### config.mk
export PLATFORM = sky130hd
export DESIGN_NAME = wrd_feeder
export DESIGN_NICKNAME = d
export VERILOG_FILES = /design/src/rtl/wrd_feeder_pkg.sv /design/src/rtl/wrd_feeder_pack.sv /design/src/rtl/wrd_feeder.sv
export SDC_FILE = /design/constraint.sdc
export NUM_CORES = 1
export LEC_CHECK = 0
export CORE_ASPECT_RATIO = 1.1
export CORE_MARGIN = 3
export CORE_UTILIZATION = 35
export DETAILED_ROUTE_END_ITERATION = 16
export PLACE_DENSITY = 0.63
export SYNTH_ARGS = -nofsm -noshare
export SYNTH_HDL_FRONTEND = slang
export SYNTH_SLANG_ARGS = --single-unit
### constraint.sdc
create_clock -name clk_i -period 6.3 [get_ports clk_i]
set_input_delay 1.26 -clock clk_i [delete_from_list [all_inputs] [get_ports clk_i]]
set_output_delay 1.26 -clock clk_i [all_outputs]
set_load 0.01 [all_outputs]
### src/rtl/wrd_feeder_pkg.sv
// Shared wake-word pipeline constants and small helpers.
package wrd_feeder_pkg;

    localparam int WW_COEF_BW     = 8;
    localparam int WW_VECTOR_LEN  = 13;
    localparam int WW_FRAME_LEN   = 50;
    localparam int WW_SAMPLE_HZ   = 16000;
    localparam int WW_HOP_SAMPLES = 320;

    // Counter width for a 0..n-1 range; at least one bit.
    function automatic int cnt_w(input int n);
        return (n > 1) ? $clog2(n) : 1;
    endfunction

endpackage

### src/rtl/wrd_feeder_pack.sv
// Coefficient counter and pack register; presents the completed vector
// combinationally so the output register can load it on the final accept.
module feeder_pack
    import wrd_feeder_pkg::*;
#(
    parameter int BW         = WW_COEF_BW,
    parameter int VECTOR_LEN = WW_VECTOR_LEN
) (
    input  logic                     clk_i,
    input  logic                     rst_n_i,
    input  logic                     clr_i,
    input  logic                     accept_i,
    input  logic [BW-1:0]            coef_i,
    output logic                     last_coef_o,
    output logic                     complete_o,
    output logic [BW*VECTOR_LEN-1:0] vec_o
);

    localparam int CW = cnt_w(VECTOR_LEN);
    localparam logic [CW-1:0] CNT_LAST = CW'(VECTOR_LEN - 1);

    logic [CW-1:0]            cnt_q, cnt_d;
    logic [BW*VECTOR_LEN-1:0] pack_q, pack_d;

    always_comb begin
        vec_o = pack_q;
        vec_o[BW*cnt_q +: BW] = coef_i;
    end

    assign last_coef_o = (cnt_q == CNT_LAST);
    assign complete_o  = accept_i && last_coef_o;

    always_comb begin
        cnt_d  = cnt_q;
        pack_d = pack_q;
        if (clr_i) begin
            cnt_d  = '0;
            pack_d = '0;
        end else if (accept_i) begin
            pack_d = vec_o;
            cnt_d  = last_coef_o ? '0 : cnt_q + CW'(1);
        end
    end

    always_ff @(posedge clk_i or negedge rst_n_i) begin
        if (!rst_n_i) begin
            cnt_q  <= '0;
            pack_q <= '0;
        end else begin
            cnt_q  <= cnt_d;
            pack_q <= pack_d;
        end
    end

endmodule

### src/rtl/wrd_feeder.sv
// Packs a serial coefficient stream into vectors for the word-recognition
// engine; pack + output registers form a 2-entry buffer, frames of FRAME_LEN.
module wrd_feeder
    import wrd_feeder_pkg::*;
#(
    parameter int BW         = WW_COEF_BW,
    parameter int VECTOR_LEN = WW_VECTOR_LEN,
    parameter int FRAME_LEN  = WW_FRAME_LEN
) (
    input  logic                     clk_i,
    input  logic                     rst_n_i,
    input  logic [BW-1:0]            coef_i,
    input  logic                     coef_valid_i,
    output logic                     coef_ready_o,
    input  logic                     flush_i,
    output logic [BW*VECTOR_LEN-1:0] data_o,
    output logic                     valid_o,
    output logic                     last_o,
    input  logic                     ready_i,
    output logic                     frame_done_o
);

    localparam int FW = cnt_w(FRAME_LEN);
    localparam logic [FW-1:0] FRM_LAST = FW'(FRAME_LEN - 1);

    logic                     en_q;
    logic                     valid_q, valid_d;
    logic [BW*VECTOR_LEN-1:0] data_q, data_d;
    logic [FW-1:0]            frm_q, frm_d;
    logic                     accept, last_coef, complete, hs, frame_end;
    logic [BW*VECTOR_LEN-1:0] vec;

    feeder_pack #(.BW(BW), .VECTOR_LEN(VECTOR_LEN)) u_pack (
        .clk_i       (clk_i),
        .rst_n_i     (rst_n_i),
        .clr_i       (flush_i),
        .accept_i    (accept),
        .coef_i      (coef_i),
        .last_coef_o (last_coef),
        .complete_o  (complete),
        .vec_o       (vec)
    );

    // A completing accept is only blocked when the output register cannot drain.
    assign coef_ready_o = en_q && !flush_i && !(last_coef && valid_q && !ready_i);
    assign accept       = coef_valid_i && coef_ready_o;
    assign hs           = valid_q && ready_i && !flush_i;
    assign frame_end    = (frm_q == FRM_LAST);

    assign data_o       = data_q;
    assign valid_o      = valid_q;
    assign last_o       = valid_q && frame_end;
    assign frame_done_o = hs && frame_end;

    always_comb begin
        valid_d = valid_q;
        data_d  = data_q;
        frm_d   = frm_q;
        if (flush_i) begin
            valid_d = 1'b0;
            frm_d   = '0;
        end else begin
            if (hs) begin
                valid_d = 1'b0;
                frm_d   = frame_end ? '0 : frm_q + FW'(1);
            end
            if (complete) begin
                valid_d = 1'b1;
                data_d  = vec;
            end
        end
    end

    always_ff @(posedge clk_i or negedge rst_n_i) begin
        if (!rst_n_i) begin
            en_q    <= 1'b0;
            valid_q <= 1'b0;
            data_q  <= '0;
            frm_q   <= '0;
        end else begin
            en_q    <= 1'b1;
            valid_q <= valid_d;
            data_q  <= data_d;
            frm_q   <= frm_d;
        end
    end

endmodule

==> results of run 1 <==
## synthesized netlist by cell type, drive strengths merged, types with 3 or more instances
cell	instances	area share
inv	5	0.0020
xor2	3	0.0028
nor2b	13	0.0087
nand2	173	0.070
o21ai	47	0.026
a31oi	6	0.0040
or2	3	0.0020
xnor2	3	0.0028
nor2	48	0.020
buf	12	0.0080
a22o	64	0.060
and3	18	0.012
nor3	4	0.0034
nand3	6	0.0032
a32o	32	0.034
mux2i	56	0.060
and2	6	0.0040
mux2	8	0.0097
dfrtp	220	0.59
a21oi	42	0.023
ha	6	0.0080
clkbuf	45	0.018
## how the worst max path moves through the flow
stage / from / endpoint / slack (ps) / depth (start not counted)
CTS: u_pack.cnt_q[0]$_DFFE_PN0P_ / coef_ready_o / 2120 / 6
global placement: ready_i / coef_ready_o / 2220 / 5
floorplan: flush_i / coef_ready_o / 3100 / 3
global route: u_pack.cnt_q[0]$_DFFE_PN0P_ / coef_ready_o / 1910 / 6
finish: u_pack.cnt_q[0]$_DFFE_PN0P_ / coef_ready_o / 2130 / 6
detailed placement: ready_i / coef_ready_o / 2220 / 5
## report_power, final
| group | leakage (nW) | switching [W] | internal [W] | total [W] |
|---|---|---|---|---|
| registers | 3.07 | 0.00000571 | 0.00142 | 0.00142 |
| clock network | 0.351 | 0.000547 | 0.000751 | 0.00130 |
| logic | 1.91 | 0.0000879 | 0.0000276 | 0.000116 |
| total | 5.33 | 0.000641 | 0.00220 | 0.00284 |
## sequential cells by signal, summed over array words and instances (netlist names)
register,flops
data_o,104
en_q,1
frm_q,6
u_pack.cnt_q,4
u_pack.pack_q,104
valid_o,1
## logic make-up (layout without fill, tap and decap cells)
group,after synthesis,in the layout
xor+xnor,6,6
flops,220,220
simple gates,285,285
compound gates,202,202
buf+inv,62,169
fa+ha+maj,6,6
mux,64,64
other cells,1,1
## routing by layer
layer | vias to the layer above | track usage | share of wire
met5 | - | 0 | 0
met4 | 0 | 0.0366 | 0.018
met3 | 37 | 0.0236 | 0.039
met2 | 145 | 0.274 | 0.48
met1 | 3377 | 0.240 | 0.46
li1 | 3171 | - | -
## cell type report
type	count	area (um^2)	area share
flip-flops and latches	220	5510	0.478
well taps	352	440	0.0382
clock inverters	5	33.8	0.00293
multi-input cells	564	3570	0.310
repair buffers	125	1250	0.109
inverters	5	18.8	0.00163
clock buffers	34	687	0.0597
## worst min-delay path, stage by stage (launching register included)
cell and delay, ps:
dfrtp_1 340, nand2_1 50, nand2_1 50
## per-stage QoR
stage	hold WS, ps	total power (W)	cells	util	instance area [um^2]
2_1_floorplan	438	0.00150	846	-	9340
3_3_place_gp	460	0.00157	1266	0.412	10800
3_5_place_dp	457	0.00157	1266	0.412	10800
4_1_cts	476	0.00287	1305	0.439	11500
5_1_grt	498	0.00295	1305	0.439	11500
6_report	470	0.00284	1305	0.439	11500
==> impl_metrics.csv, run 1 <==
group,metric,value,unit
run_status,status,"finished clean",
worst_setup_path,r2r_end,"u_pack.pack_q[20]$_DFFE_PN0P_",
hold_path,hold_path_end,"data_o[62]$_DFFE_PN0P_",
hold_path,hold_class,"flip-flop to flip-flop",
synthesis,syn_nets,865,
die,rows,62,
worst_setup_path,required,5040,ps
drt,via_per_inst,5.16,
sta,drv_slew,0,
hold_path,hold_depth,2,
flow_run,maxCapViolCount,0,
placed_design,place_hpwl,15500,um
grt,grt_use_total,0.168,
worst_setup_path,cp_max_fo,25,
pwr,p_leak,5.33,nW
synthesis,ys.flop_type,"dfrtp_1",
synthesis,yosys.cell_types.count,52,
pwr,peakVddDrop,0.000146,V
sta,fin_tns_setup,0,ps
layout,layout_commonest_cell,"dfrtp_1",
synthesis,synth_xor_area_frac,0.00563,
cts,clock_latency,510,ps
grt,grt_pass1_wl,39000,um
worst_setup_path,start_kind,"flip-flop",
die,ios,121,
die,dieArea,0.0287,mm^2
layout,final_nets,958,
cts,path_clk_slew,60,ps
grt,antenna_found_initial,0,
worst_setup_path,path_cells,"inv_1 > ha_1 > nand3_1 > nor2_1 > nor3b_1 > clkdlybuf4s50_1",
sta,post-route-min-period,4170,ps
grt,grt_max_degree,112,
hold_path,worstHoldStart,"data_o[62]$_DFFE_PN0P_",
synthesis,synth_compound_area_frac,0.159,
worst_setup_path,r2r_slack,2440,ps
grt,grt_overflow,0,
placed_design,portBuffers,120,
sta,slew_headroom,0.271,
pwr,p_per_area,246,mW/mm^2
worst_setup_path,rr_startpoint,"u_pack.cnt_q[0]$_DFFE_PN0P_",
die,die_y,177,um
layout,syn2layout_area_growth,23.3,%
cts,htree_levels,1,
sta,finalHoldViolCount,0,
cts,cts_tree,"yes",
drt,drc,0,
drt,vias,6730,
sta,setup_violations,0,
drt,antenna_left,0,
synthesis,syn-cell-area,0.00934,mm^2
synthesis,async_flop_share,1.00,
synthesis,avgSynthCellArea,11.0,um^2
worst_setup_path,critPathCaptureType,"primary output",
die,start_util,0.356,
synthesis,synth_cells,846,
sta,worst_pin_slew,1090,ps
sta,max_clock_freq,240,MHz
worst_setup_path,worst-r2r-cell-count,7,
synthesis,synthSimpleGateAreaFrac,0.139,
worst_setup_path,critPathBufInv,2,
cts,post-cts-setup-buffers,0,
cts,cts_root_buffer,"clkbuf_16",
drt,routed_wl,23700,um
placed_design,place_ws,2220,ps
synthesis,synth_seq_cells,220,
sta,worst_slack,2130,ps
worst_setup_path,worstSetupPathType,"flip-flop to primary output",
die,core_area,0.0262,mm^2
cts,hold_buffers,0,
synthesis,yosys_warnings,0,
layout,diodes,0,
synthesis,synth_top_family_by_area,"compound AO/OA/AOI/OAI gates",
worst_setup_path,crit_arrival,2910,ps
drt,first_pass_iters,5,
synthesis,synth-seq-area-share,0.590,
cts,cts_resized,0,
drt,wl_per_cell,18.2,um
layout,fillers,2544,
cts,cts_buffer_depth,3,
grt,first_global_vias,6878,
drt,drt_iter0_drc,500,
sta,skew,16.3,ps
worst_setup_path,crit_family,"flip-flops",
synthesis,muxShareOfSynthArea,0.0697,
placed_design,place_congestion,0.798,
die,die_x,162,um
layout,final_cell_mix,"220 x dfrtp_1, 170 x nand2_1, 119 x clkdlybuf4s50_1",
sta,grt_setup_unrepaired,"false",
worst_setup_path,slowest_delay,810,ps
synthesis,synthAdderAreaFrac,0.00804,
cts,numCtsBuffers,23,
sta,fin_crit_sh,0.661,
worst_setup_path,cp_slowest_cell,"dfrtp_1",
cts,numClockSinks,220,
synthesis,synth_edf_count,0,
layout,drive_gt1_frac,0.0735,
Power figures use the tool's default switching activity.
==> run 2: changes to the inputs <==
==> constraint.sdc (replaced) <==
create_clock -name clk_i -period 3.88 [get_ports clk_i]
set_input_delay 0.776 -clock clk_i [delete_from_list [all_inputs] [get_ports clk_i]]
set_output_delay 0.776 -clock clk_i [all_outputs]
set_load 0.01 [all_outputs]
==> run 2 against run 1 <==
  * First-iteration DRC count grew 14%
  * Global-route usage shrank 0.053 points
  * Clock power grew 92%
  * Largest cell class unchanged
  * Cell count grew 1.3%
  * Highest routed layer unchanged
  * Final area grew 2.2%
  * Flip-flop and latch count is the same
  * Largest power group is now clock
  * Critical endpoint unchanged
==> impl_metrics.csv, run 2 (synthesis gave the netlist of run 1 again) <==
group,metric,value,unit
sta,drv_slew,0,
pwr,p_per_area,424,mW/mm^2
drt,drc,0,
sta,setup_violations,0,
grt,antenna_found_initial,0,
sta,fin_tns_setup,0,ps
layout,diodes,0,
sta,skew,13.2,ps
worst_setup_path,r2r_end,"data_o[87]$_DFFE_PN0P_",
worst_setup_path,critPathCaptureType,"primary output",
die,die_x,162,um
layout,fillers,2512,
worst_setup_path,cp_max_fo,8,
pwr,p_leak,5.48,nW
sta,post-route-min-period,3290,ps
cts,cts_buffer_depth,3,
layout,layout_commonest_cell,"dfrtp_1",
drt,wl_met2,11600,um
drt,vias,6776,
layout,syn2layout_area_growth,26.1,%
cts,cts_root_buffer,"clkbuf_16",
die,core_area,0.0262,mm^2
cts,hold_buffers,0,
sta,max_clock_freq,304,MHz
placed_design,place_hpwl,15800,um
cts,path_clk_slew,60,ps
drt,drt-met1-wl,11000,um
cts,numCtsBuffers,24,
pwr,peakVddDrop,0.000283,V
worst_setup_path,worst-r2r-cell-count,8,
hold_path,hold_class,"input pin to async pin",
drt,routed_wl,24100,um
cts,clock_latency,510,ps
sta,worst_pin_slew,813,ps
grt,grt_max_degree,99,
worst_setup_path,setup.worst_path.end,"coef_ready_o",
placed_design,portBuffers,120,
layout,final_nets,971,
grt,grt_use_total,0.167,
die,rows,62,
placed_design,place_congestion,0.794,
cts,htree_levels,1,
layout,drive_gt1_frac,0.0907,
die,die_y,177,um
layout,final_cell_mix,"220 x dfrtp_1, 170 x nand2_1, 119 x clkdlybuf4s50_1",
sta,finalHoldViolCount,0,
die,start_util,0.356,
cts,post-cts-setup-buffers,0,
die,ios,121,
cts,numClockSinks,220,
sta,grt_setup_unrepaired,"false",
flow_run,maxCapViolCount,0,
drt,dr_wl_met3,990,um
cts,cts_resized,0,
cts,cts_tree,"yes",
die,dieArea,0.0287,mm^2
sta,fin_crit_sh,0.847,
worst_setup_path,worstSetupPathType,"flip-flop to primary output",
worst_setup_path,r2r_slack,770,ps
grt,first_global_vias,6816,
grt,grt_overflow,0,
drt,first_pass_iters,5,
drt,antenna_left,0,
worst_setup_path,start_kind,"flip-flop",
sta,slew_headroom,0.451,
sta,timing.hold.ws,318,ps
run_status,status,"finished clean",
worst_setup_path,startpoint,"u_pack.cnt_q[1]$_DFFE_PN0P_",
drt,drt_iter0_drc,568,
drt,wl_per_cell,18.2,um
grt,grt_pass1_wl,38300,um
drt,via_per_inst,5.13,
drt,top_layer,"met4",
worst_setup_path,crit_arrival,2510,ps
worst_setup_path,required,3100,ps
worst_setup_path,rr_startpoint,"u_pack.cnt_q[1]$_DFFE_PN0P_",
-- run 2: metal layers --
metal / track usage / up-vias
met5: 0 / -
met2: 0.277 / 138
li1: - / 3195
met4: 0.0387 / 0
met3: 0.0267 / 31
met1: 0.232 / 3412
-- run 2: worst min-delay path by stage --
stage | depth (start not counted) | slack (ps) | to | start
after floorplan | 2 | 440 | data_o[64]$_DFFE_PN0P_ | u_pack.pack_q[64]$_DFFE_PN0P_
after global placement | 2 | 460 | data_o[58]$_DFFE_PN0P_ | u_pack.pack_q[58]$_DFFE_PN0P_
after detailed placement | 2 | 460 | data_o[51]$_DFFE_PN0P_ | data_o[51]$_DFFE_PN0P_
after CTS | 1 | 340 | data_o[11]$_DFFE_PN0P_ | rst_n_i
after global routing | 1 | 360 | data_o[14]$_DFFE_PN0P_ | rst_n_i
final | 1 | 320 | data_o[14]$_DFFE_PN0P_ | rst_n_i
-- run 2: cell type report --
class,instances,area (um^2),area share
Clock inverter,10,154,0.0131
Timing Repair Buffer,137,1360,0.115
Sequential cell,220,5510,0.468
Inverter,5,18.8,0.00159
Tap cell,352,440,0.0374
Clock buffer,34,719,0.0611
Multi-Input combinational cell,564,3570,0.304
-- run 2: power by group --
| part | switching [W] | internal (W) | total (W) |
|---|---|---|---|
| Sequential | 0.00000508 | 0.00230 | 0.00231 |
| Combinational | 0.000149 | 0.0000482 | 0.000197 |
| Clock | 0.000935 | 0.00156 | 0.00249 |
-- run 2: stage by stage --
stage	instance area, um^2	power (W)	utilization	instances	setup slack (ps)
detailed placement	10900	0.00255	0.416	1278	760
CTS	11800	0.00505	0.449	1322	575
finish	11800	0.00500	0.449	1322	595
global route	11800	0.00516	0.449	1322	351
global placement	10900	0.00255	0.416	1278	817
floorplan	9340	0.00244	-	846	1010
-- run 2: worst max-delay path: stages (launching register included) --
cell and delay (ps):
dfrtp_1 490, inv_1 130, ha_1 310, nand3_1 250
nor2_1 70, nor3b_1 190, clkdlybuf4s50_1 570
==> run 3: changes to the inputs <==
==> constraint.sdc (replaced) <==
create_clock -name clk_i -period 3.17 [get_ports clk_i]
set_input_delay 0.634 -clock clk_i [delete_from_list [all_inputs] [get_ports clk_i]]
set_output_delay 0.634 -clock clk_i [all_outputs]
set_load 0.01 [all_outputs]
==> run 3 against run 2 <==
  * Final area rose by 0.37%
  * Clock skew down 6.9 ps
  * Critical path depth stayed put
  * Wire length fell by 0.51%
  * Clock power is 2% higher
  * Hold slack worse by 210 ps
  * Power grew 13%
==> impl_metrics.csv, run 3 (synthesis gave the netlist of run 1 again) <==
group,metric,value,unit
run_status,status,"finished clean",
die,dieArea,0.0287,mm^2
sta,slew_headroom,0.526,
cts,cts_tree,"yes",
cts,htree_levels,1,
die,start_util,0.356,
drt,antenna_left,0,
pwr,peakVddDrop,0.000295,V
worst_setup_path,slowest_delay,560,ps
drt,drt_iter0_drc,459,
sta,drv_slew,0,
sta,post-route-min-period,3040,ps
cts,hold_buffers,0,
cts,path_clk_slew,60,ps
layout,syn2layout_area_growth,26.6,%
drt,routed_wl,24000,um
drt,first_pass_iters,5,
layout,diodes,0,
sta,worst_pin_slew,704,ps
worst_setup_path,worstSetupPathType,"flip-flop to primary output",
drt,vias,6842,
worst_setup_path,required,2540,ps
sta,setup_violations,0,
pwr,p_switching,0.00126,W
cts,numClockSinks,220,
drt,drt-met1-wl,10900,um
drt,wl_met2,11600,um
layout,final_util,0.451,
grt,grt_max_degree,91,
cts,cts_buffer_depth,3,
worst_setup_path,cp_max_fo,8,
hold_path,hold_class,"input pin to async pin",
sta,fin_crit_sh,0.960,
drt,drc,0,
drt,top_layer,"met4",
die,rows,62,
placed_design,place_hpwl,16000,um
layout,multiInputGateArea,0.00359,mm^2
layout,drive_gt1_frac,0.106,
pwr,clkPwrFrac,0.453,
drt,via_per_inst,5.11,
sta,fin_tns_setup,0,ps
sta,skew,6.36,ps
die,core_area,0.0262,mm^2
grt,grt_use_total,0.165,
placed_design,place_congestion,0.853,
drt,wl_per_cell,17.9,um
die,die_y,177,um
grt,grt_pass1_wl,38000,um
pwr,seqPwrFrac,0.501,
cts,post-cts-setup-buffers,0,
worst_setup_path,cp_slowest_cell,"clkdlybuf4s50_1",
pwr,p_total,0.00564,W
sta,finalHoldViolCount,0,
sta,grt_setup_unrepaired,"false",
cts,cts_root_buffer,"clkbuf_16",
grt,first_global_vias,6871,
worst_setup_path,critPathCaptureType,"primary output",
worst_setup_path,crit_arrival,2410,ps
layout,final_cell_mix,"220 x dfrtp_1, 170 x nand2_1, 119 x clkdlybuf4s50_1",
drt,dr_wl_met3,1020,um
pwr,comb_power_share,0.046,
grt,grt_overflow,0,
layout,layout_commonest_cell,"dfrtp_1",
worst_setup_path,path_cells,"inv_1 > ha_1 > nand3_2 > nor2_1 > nor3b_1 > clkdlybuf4s50_1",
flow_run,maxCapViolCount,0,
sta,max_clock_freq,329,MHz
placed_design,portBuffers,120,
layout,fillers,2546,
pwr,p_leak,5.51,nW
pwr,power.internal,0.00438,W
die,ios,121,
cts,numCtsBuffers,23,
worst_setup_path,r2r_slack,430,ps
pwr,sw_frac_of_total,0.224,
worst_setup_path,start_kind,"flip-flop",
cts,clock_latency,510,ps
layout,regArea,0.00551,mm^2
pwr,p_per_area,477,mW/mm^2
layout,final_nets,992,
die,die_x,162,um
grt,antenna_found_initial,0,
[run 3: cell count changes in the layout (fill, tap and decap cells not counted), sizes merged]
cell,before,now
buf,17,39
bufinv,4,0
clkinv,5,4
inv,6,5
[run 3: final cells by class]
cell class,instances,area share
clock buffer,34,0.0581
clock inverter,4,0.00169
inverter,5,0.00159
multi-input combinational,564,0.304
sequential,220,0.466
tap,352,0.0373
timing repair buffer,159,0.131
[run 3: path summary, 6_finish.rpt]
path | startpoint | endpoint | cells after the start
setup / recovery | u_pack.cnt_q[1]$_DFFE_PN0P_ | coef_ready_o | 6
hold / removal | rst_n_i | data_o[11]$_DFFE_PN0P_ | 1
setup reg to reg | u_pack.cnt_q[1]$_DFFE_PN0P_ | u_pack.pack_q[96]$_DFFE_PN0P_ | 7
hold reg to reg | data_o[69]$_DFFE_PN0P_ | data_o[69]$_DFFE_PN0P_ | 2
max in group asynchronous | rst_n_i | u_pack.pack_q[67]$_DFFE_PN0P_ | 2
min in group clk_i | data_o[69]$_DFFE_PN0P_ | data_o[69]$_DFFE_PN0P_ | 2
[run 3: power groups by stage]
stage               sequential [W]  clock, W  combinational, W
global route               0.00282   0.00272          0.000288
CTS                        0.00282   0.00262          0.000266
finish                     0.00282   0.00255          0.000262
global placement           0.00288         0          0.000263
floorplan                  0.00288         0          0.000111
detailed placement         0.00287         0          0.000266
[run 3: routing by layer]
layer | GRT usage | vias to the layer above
met2 | 0.277 | 160
met1 | 0.229 | 3419
met3 | 0.0225 | 32
met4 | 0.0391 | 0
met5 | 0 | -
li1 | - | 3231
[run 3: timing repair]
item	in CTS	in global routing
gates resized for setup	0	3
endpoints found under the hold margin	0	0
setup endpoints to repair	0	2
[run 3: worst max-delay path: cells and delay by family (launching register included)]
family	cells	cell delay (ps)
fa+ha+maj	1	320
buf+inv	2	690
flops	1	490
simple gates	3	410
[run 3: per-stage QoR]
stage	setup slack [ps]	hold WS, ps	instance area (um^2)	cells
after CTS	27.8	114	11800	1338
after global placement	398	460	11100	1300
final	128	110	11800	1338
after detailed placement	389	455	11100	1300
after global routing	18.4	139	11800	1338
after floorplan	297	338	9340	846
